File: src/rtl/pc_seq_pkg.sv
// pc_seq_pkg
// Shared types and constants for the fetch-side PC sequencer.
//   - pc_sel encoding driven to the MuxPC next-PC selector
//   - sequencer state enum (BOOT, RUN, PEND, HALT)
//   - redirect record {valid, kind, target} passed between the arbiter,
//     the pending slot and the top-level FSM
package pc_seq_pkg;

    // Width of a PC / redirect target.
    localparam int PC_W = 32;

    // MuxPC select encoding; also used as the redirect "kind" field.
    localparam logic [2:0] SEL_PC4  = 3'd0;
    localparam logic [2:0] SEL_BR   = 3'd1;
    localparam logic [2:0] SEL_JMP  = 3'd2;
    localparam logic [2:0] SEL_JALR = 3'd3;
    localparam logic [2:0] SEL_EXCP = 3'd4;

    typedef enum logic [1:0] {
        BOOT = 2'd0,
        RUN  = 2'd1,
        PEND = 2'd2,
        HALT = 2'd3
    } seq_state_t;

    typedef struct packed {
        logic            valid;
        logic [2:0]      kind;
        logic [PC_W-1:0] target;
    } redirect_t;

endpackage

File: src/rtl/pc_sequencer_arbiter.sv
// redirect_arbiter
// Combinational fixed-priority select among the four incoming redirect
// requests (excp > jalr > br > jmp). Lower-priority requests are simply
// dropped. The jalr target has bit 0 cleared here so every consumer sees
// an architecturally legal target.
// Ports:
//   excp_valid / excp_target  exception/trap request
//   jalr_valid / jalr_target  jalr request
//   br_valid   / br_target    taken-branch request
//   jmp_valid  / jmp_target   jal request
//   winner                    selected redirect record (valid=0 if none)
module redirect_arbiter
    import pc_seq_pkg::*;
(
    input  logic            excp_valid,
    input  logic [PC_W-1:0] excp_target,
    input  logic            jalr_valid,
    input  logic [PC_W-1:0] jalr_target,
    input  logic            br_valid,
    input  logic [PC_W-1:0] br_target,
    input  logic            jmp_valid,
    input  logic [PC_W-1:0] jmp_target,
    output redirect_t       winner
);

    always_comb begin
        winner = '0;
        if (excp_valid) begin
            winner.valid  = 1'b1;
            winner.kind   = SEL_EXCP;
            winner.target = excp_target;
        end else if (jalr_valid) begin
            winner.valid  = 1'b1;
            winner.kind   = SEL_JALR;
            winner.target = {jalr_target[PC_W-1:1], 1'b0};
        end else if (br_valid) begin
            winner.valid  = 1'b1;
            winner.kind   = SEL_BR;
            winner.target = br_target;
        end else if (jmp_valid) begin
            winner.valid  = 1'b1;
            winner.kind   = SEL_JMP;
            winner.target = jmp_target;
        end
    end

endmodule

File: src/rtl/pc_sequencer.sv
// pc_sequencer
// Fetch-side controller around the external MuxPC next-PC selector. Owns
// the fetch PC register, picks the effective redirect (incoming winner or
// the one buffered while fetch was stalled), drives pc_sel plus the held
// targets into MuxPC and latches MuxPC's result as the next PC.
// Ports:
//   clk, reset_n                  clock, async active-low reset
//   io_stall                      hazard stall, holds the PC
//   io_halt                       request to enter HALT (RUN only)
//   io_{excp,jalr,br,jmp}_valid/_target  redirect requests
//   io_pc_sel                     select to MuxPC
//   io_pc_pc4/_jalr/_br/_jmp/_excp  MuxPC data inputs
//   io_pc_out                     MuxPC result
//   io_pc                         current fetch PC
//   io_imem_req_valid/_ready      instruction-memory request handshake
//   io_flush                      redirect applied this cycle
module pc_sequencer
    import pc_seq_pkg::*;
#(
    parameter int              XLEN         = PC_W,
    parameter logic [XLEN-1:0] RESET_VECTOR = 32'h8000_0000
) (
    input  logic            clk,
    input  logic            reset_n,
    input  logic            io_stall,
    input  logic            io_halt,
    input  logic            io_excp_valid,
    input  logic [XLEN-1:0] io_excp_target,
    input  logic            io_jalr_valid,
    input  logic [XLEN-1:0] io_jalr_target,
    input  logic            io_br_valid,
    input  logic [XLEN-1:0] io_br_target,
    input  logic            io_jmp_valid,
    input  logic [XLEN-1:0] io_jmp_target,
    output logic [2:0]      io_pc_sel,
    output logic [XLEN-1:0] io_pc_pc4,
    output logic [XLEN-1:0] io_pc_jalr,
    output logic [XLEN-1:0] io_pc_br,
    output logic [XLEN-1:0] io_pc_jmp,
    output logic [XLEN-1:0] io_pc_excp,
    input  logic [XLEN-1:0] io_pc_out,
    output logic [XLEN-1:0] io_pc,
    output logic            io_imem_req_valid,
    input  logic            io_imem_req_ready,
    output logic            io_flush
);

    seq_state_t      state;
    logic [XLEN-1:0] pc;
    redirect_t       pend;
    redirect_t       incoming;
    redirect_t       eff;
    logic            adv;
    logic            fetching;
    logic [XLEN-1:0] hold_br;
    logic [XLEN-1:0] hold_jmp;
    logic [XLEN-1:0] hold_jalr;
    logic [XLEN-1:0] hold_excp;

    redirect_arbiter u_arb (
        .excp_valid  (io_excp_valid),
        .excp_target (io_excp_target),
        .jalr_valid  (io_jalr_valid),
        .jalr_target (io_jalr_target),
        .br_valid    (io_br_valid),
        .br_target   (io_br_target),
        .jmp_valid   (io_jmp_valid),
        .jmp_target  (io_jmp_target),
        .winner      (incoming)
    );

    assign fetching = (state == RUN) || (state == PEND);
    assign adv      = io_imem_req_ready & ~io_stall;

    // Effective redirect. A buffered redirect wins over new arrivals except
    // an exception, which must never be lost. In HALT only an exception
    // counts; BOOT ignores everything.
    always_comb begin
        eff = '0;
        if (fetching) begin
            if (pend.valid && !(incoming.valid && incoming.kind == SEL_EXCP)) begin
                eff = pend;
            end else begin
                eff = incoming;
            end
        end else if (state == HALT && io_excp_valid) begin
            eff.valid  = 1'b1;
            eff.kind   = SEL_EXCP;
            eff.target = io_excp_target;
        end
    end

    // MuxPC drive: the selected data input carries the live effective
    // target, the others keep whatever they last carried.
    always_comb begin
        io_pc_sel  = eff.valid ? eff.kind : SEL_PC4;
        io_pc_br   = (eff.valid && eff.kind == SEL_BR)   ? eff.target : hold_br;
        io_pc_jmp  = (eff.valid && eff.kind == SEL_JMP)  ? eff.target : hold_jmp;
        io_pc_jalr = (eff.valid && eff.kind == SEL_JALR) ? eff.target : hold_jalr;
        io_pc_excp = (eff.valid && eff.kind == SEL_EXCP) ? eff.target : hold_excp;
    end

    assign io_pc_pc4         = pc + XLEN'(4);
    assign io_pc             = pc;
    assign io_imem_req_valid = fetching;
    assign io_flush          = eff.valid && ((state == HALT) || (fetching && adv));

    // Remember the last target presented on each MuxPC data input.
    always_ff @(posedge clk or negedge reset_n) begin
        if (!reset_n) begin
            hold_br   <= '0;
            hold_jmp  <= '0;
            hold_jalr <= '0;
            hold_excp <= '0;
        end else if (eff.valid) begin
            case (eff.kind)
                SEL_BR:   hold_br   <= eff.target;
                SEL_JMP:  hold_jmp  <= eff.target;
                SEL_JALR: hold_jalr <= eff.target;
                SEL_EXCP: hold_excp <= eff.target;
                default:  ;
            endcase
        end
    end

    // Sequencer FSM with PC register and one-entry pending slot. The PC
    // always takes MuxPC's output when it moves, so halting uses the PC4
    // path just like sequential fetch.
    always_ff @(posedge clk or negedge reset_n) begin
        if (!reset_n) begin
            state <= BOOT;
            pc    <= RESET_VECTOR;
            pend  <= '0;
        end else begin
            case (state)
                BOOT: begin
                    state <= RUN;
                end
                RUN, PEND: begin
                    if (adv) begin
                        pc   <= io_pc_out;
                        pend <= '0;
                        if (!eff.valid && io_halt && state == RUN) begin
                            state <= HALT;
                        end else begin
                            state <= RUN;
                        end
                    end else if (eff.valid) begin
                        pend  <= eff;
                        state <= PEND;
                    end
                end
                HALT: begin
                    if (io_excp_valid) begin
                        pc    <= io_pc_out;
                        state <= RUN;
                    end
                end
                default: begin
                    state <= BOOT;
                end
            endcase
        end
    end

endmodule

File: config.mk
export PLATFORM = sky130hd
export DESIGN_NAME = pc_sequencer
export DESIGN_NICKNAME = d
export VERILOG_FILES = /design/src/rtl/pc_seq_pkg.sv /design/src/rtl/pc_sequencer_arbiter.sv /design/src/rtl/pc_sequencer.sv
export SDC_FILE = /design/constraint.sdc
export NUM_CORES = 1
export LEC_CHECK = 0
export ABC_AREA = 1
export BUFFER_PORTS_ARGS = -buffer_cell sky130_fd_sc_hd__buf_2
export CAP_MARGIN = 15
export CORE_ASPECT_RATIO = 1.75
export CORE_MARGIN = 1.5
export CORE_UTILIZATION = 50
export CTS_CLUSTER_DIAMETER = 100
export DETAILED_ROUTE_END_ITERATION = 10
export PLACE_DENSITY = 0.9
export SYNTH_ARGS = -nofsm -noshare
export SYNTH_HDL_FRONTEND = slang
export SYNTH_SLANG_ARGS = --single-unit
File: constraint.sdc
create_clock -name clk -period 2.12 [get_ports clk]
set_input_delay 0.212 -clock clk [delete_from_list [all_inputs] [get_ports clk]]
set_output_delay 0.212 -clock clk [all_outputs]
set_load 0.02 [all_outputs]
==> impl_metrics.yaml <==
logic_synthesis:
  synthXorXnorAreaFrac: 0.0160
  synth_fa_ha_area_frac: 0.00343
  avgSynthCellArea_um2: 6.58
  synth_nets: 1837
  netlist_instances: 1665
  synthSimpleGateAreaFrac: 0.424
  synth-seq-cells: 198
  yosys-mux-area-fraction: 0
  synth_compound_area_frac: 0.0336
  synth_cell_type_count: 29
  synth-seq-area-share: 0.452
  syn-cell-area_um2: 11000
  yosysWarnings: 0
  synth_top_family_by_area: "simple AND/OR/NAND/NOR gates"
place:
  dp.cells: 2334
  placed_cell_area_um2: 13700
  place.gp.congestion: 0.962
  port_buffers: 364
  hpwl_mm: 29.0
pwr:
  p_seq_frac: 0.254
  p_comb_frac: 0.597
  clkPwrFrac: 0.150
  internal_power_mw: 12.2
  power.leakage_nw: 9.49
  netSwitchingPower_mw: 11.6
  p_per_area_nw_per_um2: 1560
  vdd_drop_max_mv: 1.19
  switching_share: 0.489
sta:
  finClkSkew_ps: 8.86
  tightest_slew_ps: 507
  fin_ws_ps: -487
  min_period_ps: 2610
  relSlewSlack: 0.661
  tns_ps: -53780
  rsz0062_at_grt: "yes"
  setup_viol: 133
  fmax_mhz: 384
  fin_crit_sh: 1.23
  drv_slew: 0
  hold_viol: 0
global_route:
  track_usage: 0.354
  grt_pass1_wl_mm: 61.3
  antenna_found_initial: 8
  overflow: 0
  grt_max_degree: 66
  grt_pass1_vias: 12600
detailed_routing:
  viasPerCell: 5.29
  drtIter0Drc: 1100
  routed_wl_mm: 41.3
  wl_per_cell_um: 17.2
  firstDrtPassIters: 8
  vias: 12700
  ant_nets: 0
  drc: 0
die:
  io_pins: 366
  die-area_um2: 22800
  die_w_um: 115
  rows: 71
  die_h_um: 199
  start_util: 0.509
  core_um2: 21500
status:
  outcome: "finished with violations"
  violations: "negative setup slack"
worst_setup_path:
  path_max_fanout: 23
  criticalPathCategory: "register to output pin"
  cp.required_ps: 1910
  worst_setup_path_start_kind: "register"
  worstPathArrival_ps: 2390
  rrSetupSlack_ps: 150
  endpoint_kind: "output pin"
flow_run:
  cap_violations: 0
clock_network:
  cts.htree.levels: 4
  root_buffer: "clkbuf_16"
  clk_pin_slew_ps: 70
  clock_tree.buffer_depth: 2
  cts_sinks: 198
  worstSkewPairLatency_ps: 450
  cts_inserted_buffers: 17
  cts_tree: "done"
cells_and_area:
  syn2layout_area_growth_pct: 39.4
  nFillCells: 1651
  final_area_um2: 15300
  multi_input_area_um2: 5550
  instances_no_fill: 2405
  layout-drive-gt1-share: 0.288
  regArea_um2: 4970
  fin_nets: 2267
worst_hold_path:
  holdCritPathClass: "input pin to register"
-- synth_stat cells --
library cell | n | area, µm²
nand2_1 | 1018 | 3820
dfrtp_1 | 197 | 4930
nor2_1 | 103 | 387
inv_1 | 99 | 372
nand3_1 | 44 | 220
buf_2 | 43 | 215
a21oi_1 | 31 | 155
o21ai_1 | 22 | 110
clkbuf_1 | 18 | 67.6
xor2_1 | 14 | 123
o21ai_0 | 12 | 60.1
inv_2 | 10 | 37.5
buf_4 | 8 | 60.1
nor3_1 | 7 | 35.0
nand3b_1 | 6 | 45.0
xnor2_1 | 6 | 52.6
nand3_2 | 4 | 40.0
o22ai_1 | 4 | 25.0
buf_1 | 3 | 11.3
ha_1 | 3 | 37.5
nor2_2 | 3 | 18.8
nand3_4 | 2 | 35.0
nor2_4 | 2 | 22.5
a21oi_2 | 1 | 8.76
buf_6 | 1 | 11.3
dfstp_2 | 1 | 26.3
nand2_4 | 1 | 11.3
nand4_1 | 1 | 6.26
o21ai_2 | 1 | 8.76
-- cells in the final DEF (no fill, tap or decap), types with 14 or more instances in the layout --
cell,instances
nand2_1,966
buf_2,317
dfrtp_1,182
inv_1,97
buf_4,94
nor2_1,91
nand3_1,42
nand2_2,42
a21oi_1,31
buf_6,28
o21ai_1,22
clkbuf_16,21
dlygate4sd3_1,21
buf_12,18
dfrtp_2,15
xor2_1,14
-- what timing repair did --
item,CTS,global route
pin swaps,8,12
cloned,1,4
setup endpoints to repair,145,151
buffers inserted,3,5
hold endpoints to repair,63,1
hold buffers,20,1
resized for setup,78,107
-- cell type report --
cell class                      count  share of cell area
Inverter                          109              0.0270
Timing Repair Buffer              484               0.217
Antenna cell                        7             0.00115
Clock inverter                     12              0.0132
Tap cell                          292              0.0239
Multi-Input combinational cell   1285               0.363
Clock buffer                       18              0.0281
Sequential cell                   198               0.326
-- path summary, 6_finish.rpt --
kind	from	endpoint	cells after the start
max	state[0]$_DFFE_PN0P_	io_pc_excp[5]	9
min	io_pc_out[3]	io_pc[3]$_DFFE_PN0P_	3
max reg2reg	state[0]$_DFFE_PN0P_	hold_jalr[2]$_DFFE_PN0P_	10
min reg2reg	hold_excp[23]$_DFFE_PN0P_	hold_excp[23]$_DFFE_PN0P_	2
max in group asynchronous	reset_n	hold_jalr[23]$_DFFE_PN0P_	3
min in group asynchronous	reset_n	hold_jmp[19]$_DFFE_PN0P_	2
-- per-layer routing --
layer | vias to the layer above | global-route usage | routed length [µm]
li1 | 5877 | - | -
met1 | 5831 | 0.366 | 13900
met2 | 778 | 0.594 | 20700
met3 | 238 | 0.101 | 3400
met4 | 2 | 0.278 | 3310
met5 | - | 0 | 12
-- registers in the layout, summed over array words and instances (netlist names) --
| register | count |
|---|---|
| pend | 36 |
| hold_br | 32 |
| hold_excp | 32 |
| hold_jalr | 32 |
| hold_jmp | 32 |
| io_pc | 32 |
| state | 2 |
-- kinds of logic (layout without fill, tap and decap cells) --
group	after synthesis	in the layout
buffers and inverters	182	623
flip-flops	198	198
adder cells (fa/ha/maj)	3	3
XOR/XNOR	20	20
other	0	7
AND/OR/NAND/NOR	1191	1191
AO/OA/AOI/OAI	71	71
-- worst max-delay path, cell delays in order (launching register included) --
cell and delay (ps):
dfrtp_1 440, ha_4 340, nand3_2 120, inv_2 100
buf_12 170, nand2_1 70, nand2_1 240, nand2_1 130
nand2_1 140, buf_2 180
-- power by group through the flow --
stage	clock [mW]	sequential [mW]	combinational, mW
2_1_floorplan	0	6.13	7.58
3_3_place_gp	0	5.93	12.4
3_5_place_dp	0	5.99	12.7
4_1_cts	3.59	5.97	13.2
5_1_grt	3.74	6.14	15.3
6_report	3.56	6.03	14.2
-- stage by stage --
| stage | hold slack (ps) | util | power (mW) | setup slack, ps |
|---|---|---|---|---|
| floorplan | -83.6 | - | 13.7 | 45.3 |
| global placement | 187 | 0.636 | 18.3 | -22.9 |
| detailed placement | 198 | 0.636 | 18.7 | -130 |
| CTS | 2.01 | 0.687 | 22.8 | -457 |
| global route | 21.1 | 0.710 | 25.1 | -585 |
| finish | 18.3 | 0.710 | 23.8 | -487 |
Note: power is estimated with default switching activity, not from simulation.
